**src/rtl/alarm_clock_controller.sv**
```systemverilog
// Alarm clock timekeeping and alarm sequencer: BCD time/alarm registers,
// a button-driven set-mode FSM and a ring/snooze/auto-stop alarm FSM.
module alarm_clock_controller #(
    parameter int SNOOZE_MIN   = 5,
    parameter int RING_MAX_MIN = 10
) (
    input  logic       clk,
    input  logic       rst_n,
    input  logic       ena,
    input  logic       tick_1hz,
    input  logic       btn_mode,
    input  logic       btn_inc,
    input  logic       btn_alarm,
    output logic [7:0] disp_hours,
    output logic [7:0] disp_minutes,
    output logic [7:0] disp_seconds,
    output logic [2:0] mode,
    output logic       alarm_armed,
    output logic       buzzer
);

    localparam logic [2:0] MODE_RUN         = 3'd0;
    localparam logic [2:0] MODE_SET_HR      = 3'd1;
    localparam logic [2:0] MODE_SET_MIN     = 3'd2;
    localparam logic [2:0] MODE_SET_ALM_HR  = 3'd3;
    localparam logic [2:0] MODE_SET_ALM_MIN = 3'd4;

    localparam logic [1:0] AL_IDLE    = 2'd0;
    localparam logic [1:0] AL_RINGING = 2'd1;
    localparam logic [1:0] AL_SNOOZE  = 2'd2;

    localparam logic [3:0] SNOOZE_LOAD = 4'(SNOOZE_MIN);
    localparam logic [3:0] RING_LIMIT  = 4'(RING_MAX_MIN);

    // Increment a two-digit BCD value, wrapping to 00 after max_val.
    function automatic logic [7:0] bcd_inc(input logic [7:0] val, input logic [7:0] max_val);
        logic [7:0] res;
        if (val == max_val)
            res = 8'h00;
        else if (val[3:0] == 4'd9)
            res = {val[7:4] + 4'd1, 4'd0};
        else
            res = {val[7:4], val[3:0] + 4'd1};
        return res;
    endfunction

    function automatic logic [2:0] mode_next(input logic [2:0] cur);
        logic [2:0] nxt;
        case (cur)
            MODE_RUN:        nxt = MODE_SET_HR;
            MODE_SET_HR:     nxt = MODE_SET_MIN;
            MODE_SET_MIN:    nxt = MODE_SET_ALM_HR;
            MODE_SET_ALM_HR: nxt = MODE_SET_ALM_MIN;
            default:         nxt = MODE_RUN;
        endcase
        return nxt;
    endfunction

    logic [7:0] hr_q, hr_d, min_q, min_d, sec_q, sec_d;
    logic [7:0] alm_hr_q, alm_hr_d, alm_min_q, alm_min_d;
    logic [2:0] mode_q, mode_d;
    logic       armed_q, armed_d;
    logic [1:0] al_state_q, al_state_d;
    logic [3:0] snooze_cnt_q, snooze_cnt_d;
    logic [3:0] ring_cnt_q, ring_cnt_d;
    logic       match_q, match_d;

    logic do_alarm, do_mode, do_inc;
    logic time_run, time_tick, minute_roll;

    // Only the highest-priority button pulse of a cycle acts.
    assign do_alarm = btn_alarm;
    assign do_mode  = btn_mode & ~btn_alarm;
    assign do_inc   = btn_inc & ~btn_mode & ~btn_alarm;

    assign time_run  = (mode_q != MODE_SET_HR) && (mode_q != MODE_SET_MIN);
    assign time_tick = time_run & tick_1hz;

    // NOTE: every always_comb output gets a default first so no latch is inferred.
    always_comb begin
        hr_d         = hr_q;
        min_d        = min_q;
        sec_d        = sec_q;
        alm_hr_d     = alm_hr_q;
        alm_min_d    = alm_min_q;
        mode_d       = mode_q;
        armed_d      = armed_q;
        al_state_d   = al_state_q;
        snooze_cnt_d = snooze_cnt_q;
        ring_cnt_d   = ring_cnt_q;
        minute_roll  = 1'b0;

        if (time_tick) begin
            sec_d = bcd_inc(sec_q, 8'h59);
            if (sec_q == 8'h59) begin
                minute_roll = 1'b1;
                min_d       = bcd_inc(min_q, 8'h59);
                if (min_q == 8'h59)
                    hr_d = bcd_inc(hr_q, 8'h23);
            end
        end

        // Set-mode increments never carry; ticks cannot collide with them in SET_HR/SET_MIN.
        if (do_inc) begin
            case (mode_q)
                MODE_SET_HR:      hr_d      = bcd_inc(hr_q, 8'h23);
                MODE_SET_MIN:     min_d     = bcd_inc(min_q, 8'h59);
                MODE_SET_ALM_HR:  alm_hr_d  = bcd_inc(alm_hr_q, 8'h23);
                MODE_SET_ALM_MIN: alm_min_d = bcd_inc(alm_min_q, 8'h59);
                default: ;
            endcase
        end

        if (do_mode && (al_state_q == AL_IDLE)) begin
            mode_d = mode_next(mode_q);
            if (mode_q == MODE_SET_MIN)
                sec_d = 8'h00;
        end

        // Registered so the buzzer rises one cycle after the time shows the match.
        match_d = time_tick && (mode_q == MODE_RUN) && armed_q &&
                  (hr_d == alm_hr_q) && (min_d == alm_min_q) && (sec_d == 8'h00);

        case (al_state_q)
            AL_IDLE: begin
                if (do_alarm) begin
                    armed_d = ~armed_q;
                end else if (match_q) begin
                    al_state_d = AL_RINGING;
                    ring_cnt_d = 4'd0;
                end
            end
            AL_RINGING: begin
                if (do_alarm) begin
                    al_state_d = AL_IDLE;
                    ring_cnt_d = 4'd0;
                end else if (do_inc) begin
                    al_state_d   = AL_SNOOZE;
                    snooze_cnt_d = SNOOZE_LOAD;
                    ring_cnt_d   = 4'd0;
                end else if (minute_roll) begin
                    if (ring_cnt_q + 4'd1 == RING_LIMIT) begin
                        al_state_d = AL_IDLE;
                        ring_cnt_d = 4'd0;
                    end else begin
                        ring_cnt_d = ring_cnt_q + 4'd1;
                    end
                end
            end
            AL_SNOOZE: begin
                if (do_alarm) begin
                    al_state_d   = AL_IDLE;
                    snooze_cnt_d = 4'd0;
                end else if (minute_roll) begin
                    if (snooze_cnt_q <= 4'd1) begin
                        al_state_d   = AL_RINGING;
                        snooze_cnt_d = 4'd0;
                        ring_cnt_d   = 4'd0;
                    end else begin
                        snooze_cnt_d = snooze_cnt_q - 4'd1;
                    end
                end
            end
            default: al_state_d = AL_IDLE;
        endcase
    end

    // NOTE: sequential state uses non-blocking assignments only.
    always_ff @(posedge clk or negedge rst_n) begin
        if (!rst_n) begin
            hr_q         <= 8'h00;
            min_q        <= 8'h00;
            sec_q        <= 8'h00;
            alm_hr_q     <= 8'h00;
            alm_min_q    <= 8'h00;
            mode_q       <= MODE_RUN;
            armed_q      <= 1'b0;
            al_state_q   <= AL_IDLE;
            snooze_cnt_q <= 4'd0;
            ring_cnt_q   <= 4'd0;
            match_q      <= 1'b0;
        end else if (ena) begin
            hr_q         <= hr_d;
            min_q        <= min_d;
            sec_q        <= sec_d;
            alm_hr_q     <= alm_hr_d;
            alm_min_q    <= alm_min_d;
            mode_q       <= mode_d;
            armed_q      <= armed_d;
            al_state_q   <= al_state_d;
            snooze_cnt_q <= snooze_cnt_d;
            ring_cnt_q   <= ring_cnt_d;
            match_q      <= match_d;
        end
    end

    logic show_alarm;
    assign show_alarm   = (mode_q == MODE_SET_ALM_HR) || (mode_q == MODE_SET_ALM_MIN);
    assign disp_hours   = show_alarm ? alm_hr_q  : hr_q;
    assign disp_minutes = show_alarm ? alm_min_q : min_q;
    assign disp_seconds = sec_q;
    assign mode         = mode_q;
    assign alarm_armed  = armed_q;
    assign buzzer       = (al_state_q == AL_RINGING);

endmodule

```
**config.mk**
```make
export PLATFORM = sky130hd
export DESIGN_NAME = alarm_clock_controller
export DESIGN_NICKNAME = d
export VERILOG_FILES = /design/src/rtl/alarm_clock_controller.sv
export SDC_FILE = /design/constraint.sdc
export NUM_CORES = 1
export LEC_CHECK = 0
export CAP_MARGIN = 20
export CORE_MARGIN = 8
export CORE_UTILIZATION = 60
export DETAILED_ROUTE_END_ITERATION = 7
export GPL_TIMING_DRIVEN = 1
export HOLD_SLACK_MARGIN = 0.06
export PLACE_DENSITY = 0.84
export SLEW_MARGIN = 15
export SYNTH_ARGS = -nofsm -noshare
export SYNTH_HDL_FRONTEND = slang
export SYNTH_SLANG_ARGS = --single-unit
export TNS_END_PERCENT = 1
```
**constraint.sdc**
```tcl
create_clock -name clk -period 7.8 [get_ports clk]
set_clock_uncertainty 0.1 [all_clocks]
set_input_delay 0.78 -clock clk [delete_from_list [all_inputs] [get_ports clk]]
set_output_delay 0.78 -clock clk [all_outputs]
set_load 0.05 [all_outputs]
```
Word level (Yosys, flattened, before mapping)

Index checks and enable logic that the tools add are counted.

Bits in registers: 55
Word-level logic and storage cells: 142
Bits of input ports: 7

$add $sub $neg: 12
Reductions and logical operators: 24
Eq/ne operators: 32
Muxes and demuxes: 53
Magnitude comparators: 1
Bitwise gates (word level): 7

Operators with widths:

| operator                                             | count |
|---|---|
| two-way mux 8 bit                                    | 24 |
| two-way mux 4 bit                                    | 14 |
| adder 4 x 1 -> 4 bit (second input constant)         | 11 |
| equality test 4 bit (second input constant)          | 6 |
| equality test 8 x 7 -> 1 bit (second input constant) | 3 |
| two-way mux 2 bit                                    | 9 |
| equality test 8 x 6 -> 1 bit (second input constant) | 2 |
| equality test 8 bit                                  | 2 |
| != test 2 bit (second input constant)                | 6 |
| one-hot mux 3 bit (4 select lines)                   | 1 |
| one-hot mux 4 bit (3 select lines)                   | 1 |
| AND reduction 3 bit                                  | 3 |
| logical NOT 8 bit                                    | 1 |
| != test 4 x 2 -> 1 bit (second input constant)       | 2 |
| one-hot mux 4 bit (2 select lines)                   | 1 |
| AND reduction 4 bit                                  | 2 |
| AND reduction 8 bit                                  | 1 |
| logical AND 1 bit                                    | 7 |
| AND reduction 7 bit                                  | 1 |
| equality test 3 x 2 -> 1 bit (second input constant) | 2 |
| != test 3 bit (second input constant)                | 2 |
| one-hot mux 2 bit (3 select lines)                   | 1 |
| nonzero test 2 bit                                   | 3 |
| AND reduction 5 bit                                  | 1 |
| 17 further kinds                                     | 23 |

Longest topological paths before layout

Gate-level depths: netlist (run 1).

Depth in word-level cells: 12
Mapped depth: 12

Worst setup path after synthesis (run 1)

No wires, ideal clock.

Path kind: flip-flop to output port
From: register mode_q[1], in the netlist mode[1]
To: output port disp_hours[1]
Stages on the path, launching flop included: 6
Path slack: 4.309 ns
Data arrival time: 2.611 ns
Path through: dfrtp_1 buf_2 clkbuf_1 a21oi_1 clkbuf_1 o21ai_0

Word-level cells in the longest chain between the ends: 3

RTL lines:

| element                                                             | line | RTL |
|---|---|---|
| from (decl)                                                         | 61   | `logic [2:0] mode_q, mode_d;` |
| from (signal assigned)                                              | 188  | `mode_q <= mode_d;` |
| equality test 3 x 2 -> 1 bit or equality test 3 bit (tied branches) | 198  | `assign show_alarm = (mode_q == MODE_SET_ALM_HR) \|\| (mode_q == MODE_SET_ALM_MIN);` |
| logical OR 1 bit *                                                  | 198  |  |
| two-way mux 8 bit *                                                 | 199  | `assign disp_hours = show_alarm ? alm_hr_q : hr_q;` |
| to (decl)                                                           | 14   | `output logic [7:0] disp_hours,` |

Mark *: on every way between the ends. The rest lies on a longest branch, timed or not.

Final worst setup path (run 1)

From: register mode_q[1], in the netlist mode[1]
To: output port disp_minutes[3]

Word-level cells in the longest chain between the ends: 3

RTL lines:

| element                                                             | line | RTL |
|---|---|---|
| equality test 3 x 2 -> 1 bit or equality test 3 bit (tied branches) | 198  |  |
| logical OR 1 bit *                                                  | 198  |  |
| two-way mux 8 bit *                                                 | 200  | `assign disp_minutes = show_alarm ? alm_min_q : min_q;` |
| to (decl)                                                           | 15   | `output logic [7:0] disp_minutes,` |

Marked as above.

==> results.yml, run 1 <==
place:
  place_area_um2: 4620
  dpl.cell_count: 626
  post-dp-hpwl_mm: 7.80
  place_congestion: 0.946
  numPortBuffers: 35
worst_setup_path:
  crit_path_max_fanout: 20
  end_kind: "output pin"
  worst-endpoint-required_ns: 6.92
  crit_type: "reg -> out"
  cp-endpoint: "disp_minutes[3]"
  reg2reg_depth: 9
  r2r_end: "match_q"
  startpoint: "mode[1]"
  reg2reg_from: "disp_seconds[4]"
  rrSetupSlack_ns: 4.48
  cp-start-kind: "flop"
  arrival_ns: 2.78
yosys:
  synth_edf_count: 0
  yosys_most_used_dff: "dfrtp_1"
  yosysSeqAreaShare_pct: 32.4
  synth_area_um2: 4250
  synth-async-reset-ratio_pct: 100
  synth_nets: 547
  syn-instance-count: 516
  ys.warnings.count: 0
  synth-seq-cells: 55
  synth_cell_types: 70
  synth_area_per_cell_um2: 8.23
floorplanning:
  start_util_pct: 62.2
  dieHeight_um: 100
  die_w_um: 100
  io_pins: 36
  die_area_um2: 10000
  std_cell_rows: 30
  core_um2: 6830
finish:
  regArea_um2: 1380
  final_cells: 635
  antenna_cells: 0
  final.fill_count: 574
  final_cell_area_um2: 4760
  area_growth_pct: 12.2
  drive_above_1_share_pct: 7.42
  multi_input_area_um2: 2650
  post-route-util_pct: 69.7
  layout.nets: 569
route:
  routed_wl_mm: 10.6
  firstDrtPassIters: 5
  wire_per_inst_um: 16.7
  avgViaCountPerCell: 6.22
  drt_iter0_markers: 271
  ant_nets: 0
  dr_total_vias: 3950
  drc: 0
clocking:
  cts-hold-fix-buffers: 0
  post-cts-setup-buffers: 0
  cts_tree: "yes"
  cts_max_level: 2
  cts_resized: 0
  path_clk_slew_ns: 0.10
  clk_root_buffer_cell: "clkbuf_8"
  cts.sinks: 55
  clk_latency_ns: 0.31
  clockBufferDepth: 2
  numCtsBuffers: 5
grt:
  antenna_found_initial: 0
  grt_pass1_wl_mm: 17.9
  grtUsageMet1_pct: 27.2
  grt.met3_usage_pct: 4.08
  grt.total_usage_pct: 21.7
  grt.met2_usage_pct: 36.5
  overflow: 0
  grt_pass1_vias: 3720
  grt_start_max_net_pins: 56
  busiest_layer: "met2"
pwr:
  power_density_nw_per_um2: 294
  power_leakage_nw: 1.93
  max-vdd-ir-drop_mv: 0.161
sta:
  holdWs_ns: 0.419
  hold_violations: 0
  setup_tns_ns: 0
  fin_crit_ns: 3.66
  worst_pin_slew_ns: 0.863
  report.final.slew_viol_count: 0
  fin_crit_sh_pct: 47.0
  clock.fmax_mhz: 273
  rsz0062_at_grt: "no"
  finalSetupViolations: 0
  slew-limit-headroom_pct: 42.1
status:
  outcome: "finished clean"
worst_hold_path:
  min_path_type: "reg -> reg"
run:
  cap_violations: 0
[how the worst min path moves through the flow]
stage                                  to  cells past startpoint            start
after floorplan           snooze_cnt_q[1]                      2  snooze_cnt_q[1]
after global placement    snooze_cnt_q[1]                      2  snooze_cnt_q[1]
after detailed placement      alarm_armed                      1      alarm_armed
after CTS                     alarm_armed                      1      alarm_armed
after global routing          alarm_armed                      1      alarm_armed
final                         alarm_armed                      1      alarm_armed
[power breakdown]
| group | internal (mW) | switching (mW) |
|---|---|---|
| Clock | 0.128 | 0.0994 |
| Combinational | 0.260 | 0.467 |
| Sequential | 0.336 | 0.112 |
| Total | 0.724 | 0.678 |
[cell usage after synthesis (3+ instances only)]
master      n  area, um^2
nand2_1    72         270
o21ai_0    58         290
dfrtp_1    55        1380
nor2_1     34         128
inv_1      30         113
ha_1       24         300
a21oi_1    21         105
nand3_1    18        90.1
mux2_2     16         180
clkbuf_1   14        52.6
o31ai_1    14         105
nand4_1    12        75.1
nor3_1     11        55.1
xnor2_1    11        96.3
a31oi_1    10        62.6
nor4_1      7        43.8
nand2b_1    6        37.5
and2_1      5        31.3
mux2i_1     5        50.1
nor2b_1     5        31.3
xor2_1      5        43.8
a21o_1      4        30.0
and3_1      4        25.0
and4_1      4        35.0
buf_2       4        20.0
a211oi_1    3        22.5
a21boi_0    3        22.5
and3b_1     3        26.3
buf_4       3        22.5
nor3b_1     3        22.5
o22ai_1     3        18.8
o2bb2ai_1   3        26.3
or3_1       3        18.8
[worst max-delay path, cell delays in order (launching register included)]
cell	delay, ns
dfrtp_1	0.70
nor3_1	0.15
a21oi_2	0.31
buf_6	0.24
mux2_2	0.36
clkdlybuf4s50_1	0.70
[placed cells by master, fill, tap and decap left out, types with 5 or more instances in the layout]
cell type | netlist | routed
clkdlybuf4s50_1 | 0 | 34
a21oi_1 | 21 | 20
nand3_1 | 18 | 18
dfrtp_1 | 55 | 55
nand2_1 | 72 | 72
mux2i_1 | 5 | 5
nor4_1 | 7 | 7
clkbuf_8 | 0 | 5
o31ai_1 | 14 | 14
nor3_1 | 11 | 11
nor2b_1 | 5 | 5
xor2_1 | 5 | 5
xnor2_1 | 11 | 11
ha_1 | 24 | 24
mux2_2 | 16 | 16
and2_1 | 5 | 5
inv_1 | 30 | 30
a31oi_1 | 10 | 10
nand4_1 | 12 | 12
nand2b_1 | 6 | 6
nor2_1 | 34 | 34
o21ai_0 | 58 | 58
[registers in the layout, summed over array words and instances, names as in the netlist]
name and cells:
al_state_q 2, alarm_armed 1, alm_hr_q 8, alm_min_q 8, disp_seconds 8, hr_q 8, match_q 1, min_q 8
mode 3, ring_cnt_q 4, snooze_cnt_q 4
[layout make-up]
cell class,instances,area share (%)
Inverter,30,2.36
Timing Repair Buffer,38,7.80
Clock inverter,2,1.26
Multi-Input combinational cell,408,55.6
Tap cell,96,2.52
Sequential cell,55,28.9
Clock buffer,6,1.52
[layer usage]
layer,share of wire [%],up-vias
met2,48,158
met5,0,-
met1,44,1866
li1,-,1908
met4,1.7,0
met3,6.3,18
[stage by stage]
stage | setup WS, ns | power (mW)
final | 4.14 | 1.40
after global routing | 4.03 | 1.48
after CTS | 3.79 | 1.39
after detailed placement | 3.97 | 1.17
after global placement | 4.08 | 1.15
after floorplan | 4.31 | 0.954
[cells by family (layout without fill, tap and decap cells)]
group                      Yosys count  count (layout)  share of synthesized area, %
and+or+nand+nor                    202             202                          24.2
AOI/OAI and AO/OA                  143             143                          21.4
DFF                                 55              55                          32.4
buffers and inverters               53              76                          5.24
adders and majority gates           24              24                          7.07
muxes                               21              21                          5.42
xor gates and xnor gates            18              18                          4.21
Note: power is estimated with default switching activity, not from simulation.
==> inputs of run 2 (changes only) <==
CORE_UTILIZATION = 53   (was 60)
PLACE_DENSITY = 0.79   (was 0.84)
clock period = 3.2 ns   (was 7.8 ns; I/O delays follow)
==> results.yml, run 2 (synthesis results as in run 1) <==
status:
  outcome: "finished clean"
route:
  drc: 0
  avgViaCountPerCell: 6.03
  wire_per_inst_um: 16.5
  ant_nets: 0
  dr_total_vias: 3907
  routed_wl_mm: 10.7
  firstDrtPassIters: 6
  drt_iter0_markers: 205
worst_setup_path:
  worst-endpoint-required_ns: 3.34
  r2r_end: "match_q"
  critPathMaxStageDelay_ns: 0.51
  arrival_ns: 3.09
  critPathBufInv: 0
  path_delay_family: "simple AND/OR/NAND/NOR gates"
  rrSetupSlack_ns: 0.25
  reg2reg_depth: 9
  crit_path_cell_trace: "ha_1 > and3b_1 > and4_1 > a21oi_2 > or3_1 > and3_1 > nor4_1 > nand4_1 > o22ai_2"
  crit_type: "reg -> reg"
  slowest_stage: "dfrtp_1"
  crit_path_max_fanout: 10
  end_kind: "flop"
  reg2reg_from: "disp_seconds[4]"
  cp-start-kind: "flop"
finish:
  antenna_cells: 0
  final_cell_mix: "72 x nand2_1, 58 x o21ai_0, 55 x dfrtp_1, 34 x nor2_1, 30 x inv_1"
  layout.nets: 576
  layout_commonest_cell: "nand2_1"
  drive_above_1_share_pct: 11.5
  final.fill_count: 685
  final_cells: 648
  final_cell_area_um2: 4770
  area_growth_pct: 12.3
  post-route-util_pct: 61.7
floorplanning:
  dieHeight_um: 106
  std_cell_rows: 32
  core_um2: 7730
  die_area_um2: 11100
  start_util_pct: 55.0
  die_w_um: 106
  io_pins: 36
clocking:
  cts_tree: "yes"
  clk_root_buffer_cell: "clkbuf_8"
  clockBufferDepth: 2
  post-cts-setup-buffers: 0
  numCtsBuffers: 5
  clk_latency_ns: 0.31
  cts.sinks: 55
  path_clk_slew_ns: 0.10
  cts_max_level: 2
sta:
  worst_pin_slew_ns: 0.725
  fin_crit_sh_pct: 92.2
  report.final.slew_viol_count: 0
  hold_violations: 0
  rsz0062_at_grt: "no"
  fin_crit_ns: 2.95
  finalSetupViolations: 0
  clock.fmax_mhz: 339
  slew-limit-headroom_pct: 51.7
  setup_tns_ns: 0
pwr:
  pwr-share-clk_pct: 14.7
  power_density_nw_per_um2: 698
  max-vdd-ir-drop_mv: 0.476
  pwr-share-seq_pct: 32.9
  internal_power_mw: 1.68
  switchingPower_mw: 1.65
  power_leakage_nw: 1.98
  p_comb_share_pct: 52.4
  p_sw_share_pct: 49.5
grt:
  grt_pass1_wl_mm: 18.4
  overflow: 0
  antenna_found_initial: 0
  grt_start_max_net_pins: 33
  grt.total_usage_pct: 19.5
  grt_pass1_vias: 3819
worst_hold_path:
  whs_endpoint: "alarm_armed"
  hold_start: "alarm_armed"
  min_path_type: "reg -> reg"
  min_path_cells: 1
place:
  place_congestion: 0.917
  dpl.cell_count: 639
  numPortBuffers: 35
  post-dp-hpwl_mm: 8.05
  place_area_um2: 4640
run:
  cap_violations: 0
==> run 2: changes by cell type in the layout (fill, tap and decap cells not counted), sizes merged <==
cell and delta:
clkdlybuf4s50 -16, clkinv +1, buf +22, bufinv -1, dlygate4sd3 +1
==> run 2: worst max path at each step <==
stage	cells past startpoint	start	slack, ns	end
6_report	9	disp_seconds[4]	0.25	match_q
5_1_grt	9	disp_seconds[0]	0.08	match_q
4_1_cts	9	disp_seconds[4]	0.29	match_q
3_5_place_dp	9	tick_1hz	0.18	match_q
3_3_place_gp	9	tick_1hz	0.32	match_q
2_1_floorplan	5	mode[1]	0.17	disp_hours[1]
==> run 2: what timing repair did <==
item | in CTS | in global routing
hold buffers | 1 | 0
gates resized for setup | 0 | 0
hold endpoints to repair | 30 | 0
==> run 2: power groups by stage <==
stage / clock (mW) / combinational, mW / sequential [mW]
final: 0.488 / 1.74 / 1.09
after global routing: 0.524 / 1.90 / 1.12
after global placement: 0 / 1.71 / 1.10
after detailed placement: 0 / 1.74 / 1.10
after CTS: 0.501 / 1.75 / 1.09
after floorplan: 0 / 1.16 / 1.17
==> run 2: stage by stage <==
stage	power [mW]	setup WS, ns	hold WS (ns)
finish	3.33	0.248	0.425
global route	3.55	0.0777	0.449
CTS	3.34	0.292	0.424
detailed placement	2.84	0.181	0.324
global placement	2.81	0.316	0.314
floorplan	2.33	0.169	-0.0756
==> run 2: final cells by class <==
cell class	instances	area (um^2)	share of cell area [%]
inverters	30	113	2.36
flip-flops and latches	55	1380	28.9
clock inverters	2	35.0	0.735
well taps	102	128	2.68
repair buffers	45	383	8.03
clock buffers	6	82.6	1.73
multi-input cells	408	2650	55.6
==> run 2: metal layers <==
metal	share of wire (%)	vias up	wire (um)	track usage (%)
li1	-	1919	-	-
met1	44	1850	4710	25.1
met2	48	118	5100	32.4
met3	6.7	20	723	3.90
met4	1.7	0	186	5.63
met5	0	-	0	0
==> run 2: worst register-to-register path: stages (launching register included) <==
cell     delay, ns
dfrtp_1       0.51
ha_1          0.20
and3b_1       0.42
and4_1        0.31
a21oi_2       0.13
or3_1         0.39
and3_1        0.19
nor4_1        0.35
nand4_1       0.16
o22ai_2       0.11
==> inputs of run 3 (changes only) <==
CORE_UTILIZATION = 25   (was 53)
PLACE_DENSITY = 0.44   (was 0.79)
==> results.yml, run 3 (synthesis results as in run 1) <==
grt:
  grt_pass1_wl_mm: 19.9
  overflow: 0
  grt_pass1_vias: 3618
  grt.total_usage_pct: 11.4
  antenna_found_initial: 0
  grt_start_max_net_pins: 26
pwr:
  p_comb_share_pct: 51.6
  pwr-share-clk_pct: 16.2
  internal_power_mw: 1.73
  switchingPower_mw: 1.71
  max-vdd-ir-drop_mv: 0.274
  p_sw_share_pct: 49.7
  power_leakage_nw: 1.99
  power_mw: 3.44
  pwr-share-seq_pct: 32.2
  power_density_nw_per_um2: 693
place:
  place_congestion: 0.864
  pre_cts_ws_ns: 0.166
  numPortBuffers: 35
  post-dp-hpwl_mm: 9.39
clocking:
  clockBufferDepth: 2
  post-cts-setup-buffers: 0
  cts_tree: "yes"
  clk_latency_ns: 0.30
  cts.sinks: 55
  path_clk_slew_ns: 0.07
  numCtsBuffers: 5
  clk_root_buffer_cell: "clkbuf_16"
  cts_max_level: 2
finish:
  drive_above_1_share_pct: 10.9
  area_growth_pct: 17.0
  layout_commonest_cell: "nand2_1"
  antenna_cells: 0
  layout.nets: 578
  final_cell_mix: "72 x nand2_1, 58 x o21ai_0, 54 x dfrtp_1, 34 x nor2_1, 30 x inv_1"
  final.fill_count: 1775
worst_setup_path:
  arrival_ns: 2.64
  end_kind: "output pin"
  startpoint: "mode[2]"
  crit_path_cell_trace: "inv_1 > nor3_1 > a21oi_2 > mux2_2 > clkdlybuf4s50_1"
  path_delay_family: "buffers and inverters"
  reg2reg_from: "disp_seconds[4]"
  slowest_stage: "clkdlybuf4s50_1"
  cp-start-kind: "flop"
  crit_path_max_fanout: 12
  worst-endpoint-required_ns: 2.78
  crit_type: "reg -> out"
  critPathMaxStageDelay_ns: 0.71
  critPathBufInv: 2
floorplanning:
  die_w_um: 146
  start_util_pct: 25.6
  core_um2: 16600
  std_cell_rows: 47
  die_area_um2: 21400
  io_pins: 36
  dieHeight_um: 146
sta:
  fin_ws_ns: 0.143
  fin_crit_ns: 3.06
  report.final.slew_viol_count: 0
  setup_tns_ns: 0
  rsz0062_at_grt: "no"
  finalSetupViolations: 0
  slew-limit-headroom_pct: 58.6
  fin_crit_sh_pct: 95.5
  worst_pin_slew_ns: 0.617
  hold_violations: 0
  clock.fmax_mhz: 327
route:
  drt_iter0_markers: 178
  met1_length_mm: 5.83
  top_layer_used: "met4"
  routed_wl_mm: 12.2
  dr_total_vias: 3858
  wire_per_inst_um: 15.9
  drc: 0
  dr_wl_met3_um: 441
  dr_wl_met2_mm: 5.65
  avgViaCountPerCell: 5.02
  ant_nets: 0
  firstDrtPassIters: 4
status:
  outcome: "finished clean"
run:
  cap_violations: 0
worst_hold_path:
  hold_start: "snooze_cnt_q[1]"
  min_path_type: "reg -> reg"
run 3: changes by cell type in the layout (fill, tap and decap cells not counted), moves of 3 or more:
cell | previous run | this run
clkbuf_16 | 0 | 5
clkbuf_8 | 6 | 0
clkdlybuf4s50_1 | 18 | 23
buf_4 | 25 | 22
run 3: area by class of cell:
type                    instances  area [um^2]  share of cell area [%]
clock buffers                   6          129                    2.59
clock inverters                 2         12.5                   0.252
inverters                      30          113                    2.27
multi-input cells             408         2650                    53.4
flip-flops and latches         55         1380                    27.7
well taps                     220          275                    5.54
repair buffers                 47          410                    8.26
run 3: per-layer routing:
layer | vias up | GRT usage, %
li1 | 1936 | -
met1 | 1835 | 15.2
met2 | 72 | 18.0
met3 | 15 | 2.04
met4 | 0 | 4.43
met5 | - | 0
run 3: per-stage QoR:
stage	util, %	area, um^2	hold slack, ns	instances
2_1_floorplan	-	4250	-0.0756	516
3_3_place_gp	29.0	4820	0.280	759
3_5_place_dp	29.0	4820	0.282	759
4_1_cts	30.0	4970	0.412	768
5_1_grt	30.0	4970	0.450	768
6_report	30.0	4970	0.411	768
run 3: final timing paths:
kind | endpoint | slack, ns | cells past startpoint
max | disp_hours[5] | 0.14 | 5
min | snooze_cnt_q[1] | 0.41 | 2
max reg2reg | match_q | 0.30 | 9
min reg2reg | snooze_cnt_q[1] | 0.41 | 2
max in group asynchronous | alm_min_q[3] | 1.75 | 3
min in group asynchronous | disp_seconds[0] | 0.47 | 2
run 3: what timing repair did:
action,in CTS,in global routing
endpoints found under the setup margin,0,1
gates resized for setup,0,1
hold endpoints to repair,23,0
hold buffers,1,0
run 3: tightest hold or removal path, delay by kind of cell, from the launching register on:
kind | cells | cell delay [ns]
AO/OA/AOI/OAI | 1 | 0.05
flip-flops | 1 | 0.37
AND/OR/NAND/NOR | 1 | 0.06
run 3: power by group through the flow:
stage | sequential [mW] | combinational, mW | clock (mW)
2_1_floorplan | 1.17 | 1.16 | 0
3_3_place_gp | 1.12 | 1.79 | 0
3_5_place_dp | 1.12 | 1.79 | 0
4_1_cts | 1.11 | 1.80 | 0.585
5_1_grt | 1.15 | 1.93 | 0.609
6_report | 1.11 | 1.78 | 0.558
==> RTL edit 1: new RTL, settings of run 3 <==
Put a register stage on the output `disp_hours`, cleared by the reset. The value now appears one clock later. The other outputs are not delayed to match.
--- a/src/rtl/alarm_clock_controller.sv
+++ b/src/rtl/alarm_clock_controller.sv
@@ -196,7 +196,13 @@
 
     logic show_alarm;
     assign show_alarm   = (mode_q == MODE_SET_ALM_HR) || (mode_q == MODE_SET_ALM_MIN);
-    assign disp_hours   = show_alarm ? alm_hr_q  : hr_q;
+    always_ff @(posedge clk or negedge rst_n) begin
+        if (!rst_n) begin
+            disp_hours <= '0;
+        end else begin
+            disp_hours <= show_alarm ? alm_hr_q  : hr_q;
+        end
+    end
     assign disp_minutes = show_alarm ? alm_min_q : min_q;
     assign disp_seconds = sec_q;
     assign mode         = mode_q;
Behaviour: not the same (Yosys sat finds a counterexample within 4 cycles, from zero or initial values and one cycle with rst_n low).
==> RTL edit 1 against run 3 <==
Final area grew 12%. Wire length up 12%. Worst setup slack improved by 0.091 ns. Synthesized area is 6.6% higher. Sequential cell count rose by 8. Power is 11% higher. Critical path depth rose by 4. Via count rose by 6.0%.
==> RTL edit 1: results <==
[logic_synthesis]
synth_compound_area_frac = 0.230
ys_seq_area_frac = 0.348
synth_cell_types = 68
synth_xor_area_frac = 0.0365
syn_nets = 554
synthMuxAreaShare = 0.0531

[cts]
htreeDepth = 3
cts_buffers = 9
clk_latency_ns = 0.34
path_clk_slew_ns = 0.05

[global_route]
grt_util_all_layers = 0.126
grt_pass1_vias = 4022
grt_use_met2 = 0.198
grt_max_degree = 64
grt_first_pass_wirelength_mm = 22.2
met1_usage = 0.159

[placed_design]
routabilityCongestion = 0.890
place_area_um2 = 5240
preCtsSetupSlack_ns = -0.186
dp.cells = 788

[setup_path]
slowest_delay_ns = 0.44
worst_path_max_delay_cell = "dfrtp_1"
crit_arrival_ns = 3.11
cp_max_fo = 4

[route]
wl_met2_mm = 6.27
drt-initial-drc-count = 240
wl_met1_mm = 6.27
routedWlPerCell_um = 16.9
dr.pass1.iters = 5
routed_wl_mm = 13.6
met3_wirelength_um = 688

[outcome]
outcome = "finished, final reports clean"

[power_and_ir_drop]
p_int_w = 0.00218
power_w = 0.00381

[layout]
nFillCells = 1908
fin_nets = 601

[hold_path]
hold_class = "input port to async pin"
-- RTL edit 1: cell count changes in the layout (fill, tap and decap cells not counted), sizes merged, moves of 4 or more --
| cell | change |
|---|---|
| nand2 | -16 |
| o21a | +4 |
| clkbuf | +6 |
| nor3 | +6 |
| nand3b | +4 |
| a2111oi | +4 |
| buf | +14 |
| inv | -4 |
| o21ai | -8 |
| dfrtp | +8 |
-- RTL edit 1: area by class of cell --
class,count,area (µm²),share of cell area
tap,229,287,0.0517
clock buffer,12,246,0.0445
sequential,63,1580,0.284
timing repair buffer,63,548,0.0989
inverter,26,97.6,0.0176
clock inverter,4,45.0,0.00813
multi-input combinational,407,2740,0.495
-- RTL edit 1: repair_timing --
| item | in CTS | in global routing |
|---|---|---|
| gates cloned | 0 | 0 |
| setup buffers | 0 | 0 |
| hold buffers | 0 | 0 |
| resized for setup | 1 | 1 |
| setup endpoints to repair | 1 | 1 |
| endpoints found under the hold margin | 0 | 0 |
-- RTL edit 1: logic make-up after synthesis --
group                    after synthesis
AND/OR/NAND/NOR                      191
AO/OA/AOI/OAI                        152
flip-flops                            63
buffers and inverters                 53
adder cells (fa/ha/maj)               24
multiplexers                          22
XOR/XNOR                              18
-- RTL edit 1: final timing paths --
| kind | start | endpoint | slack (ns) | cells after the start |
|---|---|---|---|---|
| max | hr_q[1] | match_q | 0.23 | 9 |
| min | rst_n | disp_hours[0] | 0.09 | 2 |
| max reg2reg | hr_q[1] | match_q | 0.23 | 9 |
| min reg2reg | snooze_cnt_q[1] | snooze_cnt_q[1] | 0.41 | 2 |
| max in group asynchronous | rst_n | min_q[4] | 2.35 | 2 |
| min in group clk | snooze_cnt_q[1] | snooze_cnt_q[1] | 0.41 | 2 |
==> RTL edit 2: new RTL, flow settings as in run 3 <==
Without the edit above. Change the parameter `RING_MAX_MIN` from 10 to 5.
--- a/src/rtl/alarm_clock_controller.sv
+++ b/src/rtl/alarm_clock_controller.sv
@@ -2,7 +2,7 @@
 // a button-driven set-mode FSM and a ring/snooze/auto-stop alarm FSM.
 module alarm_clock_controller #(
     parameter int SNOOZE_MIN   = 5,
-    parameter int RING_MAX_MIN = 10
+    parameter int RING_MAX_MIN = 5
 ) (
     input  logic       clk,
     input  logic       rst_n,
Check against the original RTL: same outputs for any inputs over 4 cycles, from zero or initial values and one cycle with rst_n low; that may be too few to reach the edited logic, so the function may still have changed.
==> RTL edit 2 against run 3 <==
First-iteration DRC count up 33%. Core utilization up 0.76 points. Global-route usage up 0.49 points. Sequential cell count unchanged. Worst setup slack better by 0.057 ns. Non-clock buffer count up 12. Synthesized area down 1.7%. Power up 2.0%. Clock power up 14%. Final area up 1.8%. Hold slack better by 0.0082 ns. Wire length up 1.6%. Critical path type unchanged.
==> RTL edit 2: results <==
[placed_design]
place_area_um2 = 4880
dp_hpwl_mm = 9.24
dp.cells = 754
routabilityCongestion = 0.821

[outcome]
outcome = "finished, final reports clean"

[layout]
nFillCells = 1748
finalNonFillerCells = 762
drive_gt1_frac = 0.111
fin_nets = 573

[global_route]
grt_first_pass_wirelength_mm = 20.7
grt_util_all_layers = 0.119
grt_pass1_vias = 3843
grt_max_degree = 35

[power_and_ir_drop]
p_leak_nw = 2.11
vdd_drop_max_uv = 326

[logic_synthesis]
synthTopCellsByArea = "dfrtp_1 (33%), ha_1 (7.2%), o21ai_0 (6.2%)"
synth_cells = 497
synth_commonest_cells = "nand2_1 (64), dfrtp_1 (55), o21ai_0 (52)"
syn_nets = 528
synth_cell_types = 68
ys_seq_area_frac = 0.330

[setup_path]
cp_max_fo = 22
rr_worst_depth = 11
reg2reg_from = "disp_seconds[1]"

[cts]
cts_buffers = 5

[route]
avgViaCountPerCell = 5.02
routedWlPerCell_um = 16.2
drt-initial-drc-count = 236

[timing]
whs_ns = 0.419
-- RTL edit 2: cell types whose count changed in the layout (fill, tap and decap cells not counted), moves of 4 or more --
cell             before  now
clkdlybuf4s50_1      23   32
nand2_1              72   63
nand3_1              18   23
a31oi_1              10    4
inv_1                30   25
and4_1                4    0
nand4_1              12    5
o21ai_0              58   52
-- RTL edit 2: worst max path at each step --
| stage | start | to | slack (ns) | cells past startpoint |
|---|---|---|---|---|
| detailed placement | btn_inc | match_q | 0.01 | 10 |
| floorplan | disp_seconds[0] | match_q | 0.20 | 9 |
| finish | mode[0] | disp_minutes[0] | 0.20 | 5 |
| global route | mode[0] | disp_minutes[5] | 0.01 | 6 |
| CTS | mode[0] | disp_hours[1] | 0.09 | 6 |
| global placement | btn_inc | match_q | 0.10 | 10 |
-- RTL edit 2: power breakdown --
part | internal (W) | switching [W] | leakage [nW] | total, W
Combinational | 0.000665 | 0.00112 | 1.32 | 0.00179
Sequential | 0.000831 | 0.000258 | 0.721 | 0.00109
Clock | 0.000367 | 0.000269 | 0.0769 | 0.000636
Total | 0.00186 | 0.00165 | 2.11 | 0.00351
-- RTL edit 2: cell families (layout without fill, tap and decap cells) --
kind of cell,after synthesis,after routing,synth area share
DFF,55,55,0.330
muxes,21,21,0.0551
xor gates and xnor gates,20,20,0.0438
adders and majority gates,24,24,0.0719
buffers and inverters,46,91,0.0444
AOI/OAI and AO/OA,135,135,0.215
and+or+nand+nor,196,196,0.240
-- RTL edit 2: per-layer routing --
metal	vias to the layer above	routed length, µm	GRT usage
met2	58	5750	0.194
met5	-	0	0
met1	1875	5950	0.155
met4	0	159	0.0344
li1	1886	-	-
met3	9	521	0.0267
-- RTL edit 2: critical path: stages (launching register included) --
cell and delay, ns:
dfrtp_1 0.53, nor2_1 0.16, a21oi_2 0.19, buf_4 0.29
mux2_2 0.38, clkdlybuf4s50_1 0.71
-- RTL edit 2: repair_timing --
action | 4_1_cts | 5_1_grt
endpoints found under the setup margin | 0 | 3
resized for setup | 0 | 4
hold buffers | 1 | 0
hold endpoints to repair | 3 | 0
-- RTL edit 2: area by class of cell --
type	instances	area [µm²]	area share
Multi-Input combinational cell	396	2620	0.518
Inverter	25	93.8	0.0186
Tap cell	220	275	0.0544
Clock inverter	1	30.0	0.00594
Sequential cell	55	1380	0.272
Timing Repair Buffer	59	533	0.105
Clock buffer	6	129	0.0255
-- RTL edit 2: per-stage QoR --
stage	worst slack [ns]	power (W)
3_3_place_gp	0.101	0.00288
6_report	0.200	0.00351
3_5_place_dp	0.0110	0.00290
5_1_grt	0.0148	0.00378
4_1_cts	0.0902	0.00356
2_1_floorplan	0.200	0.00229
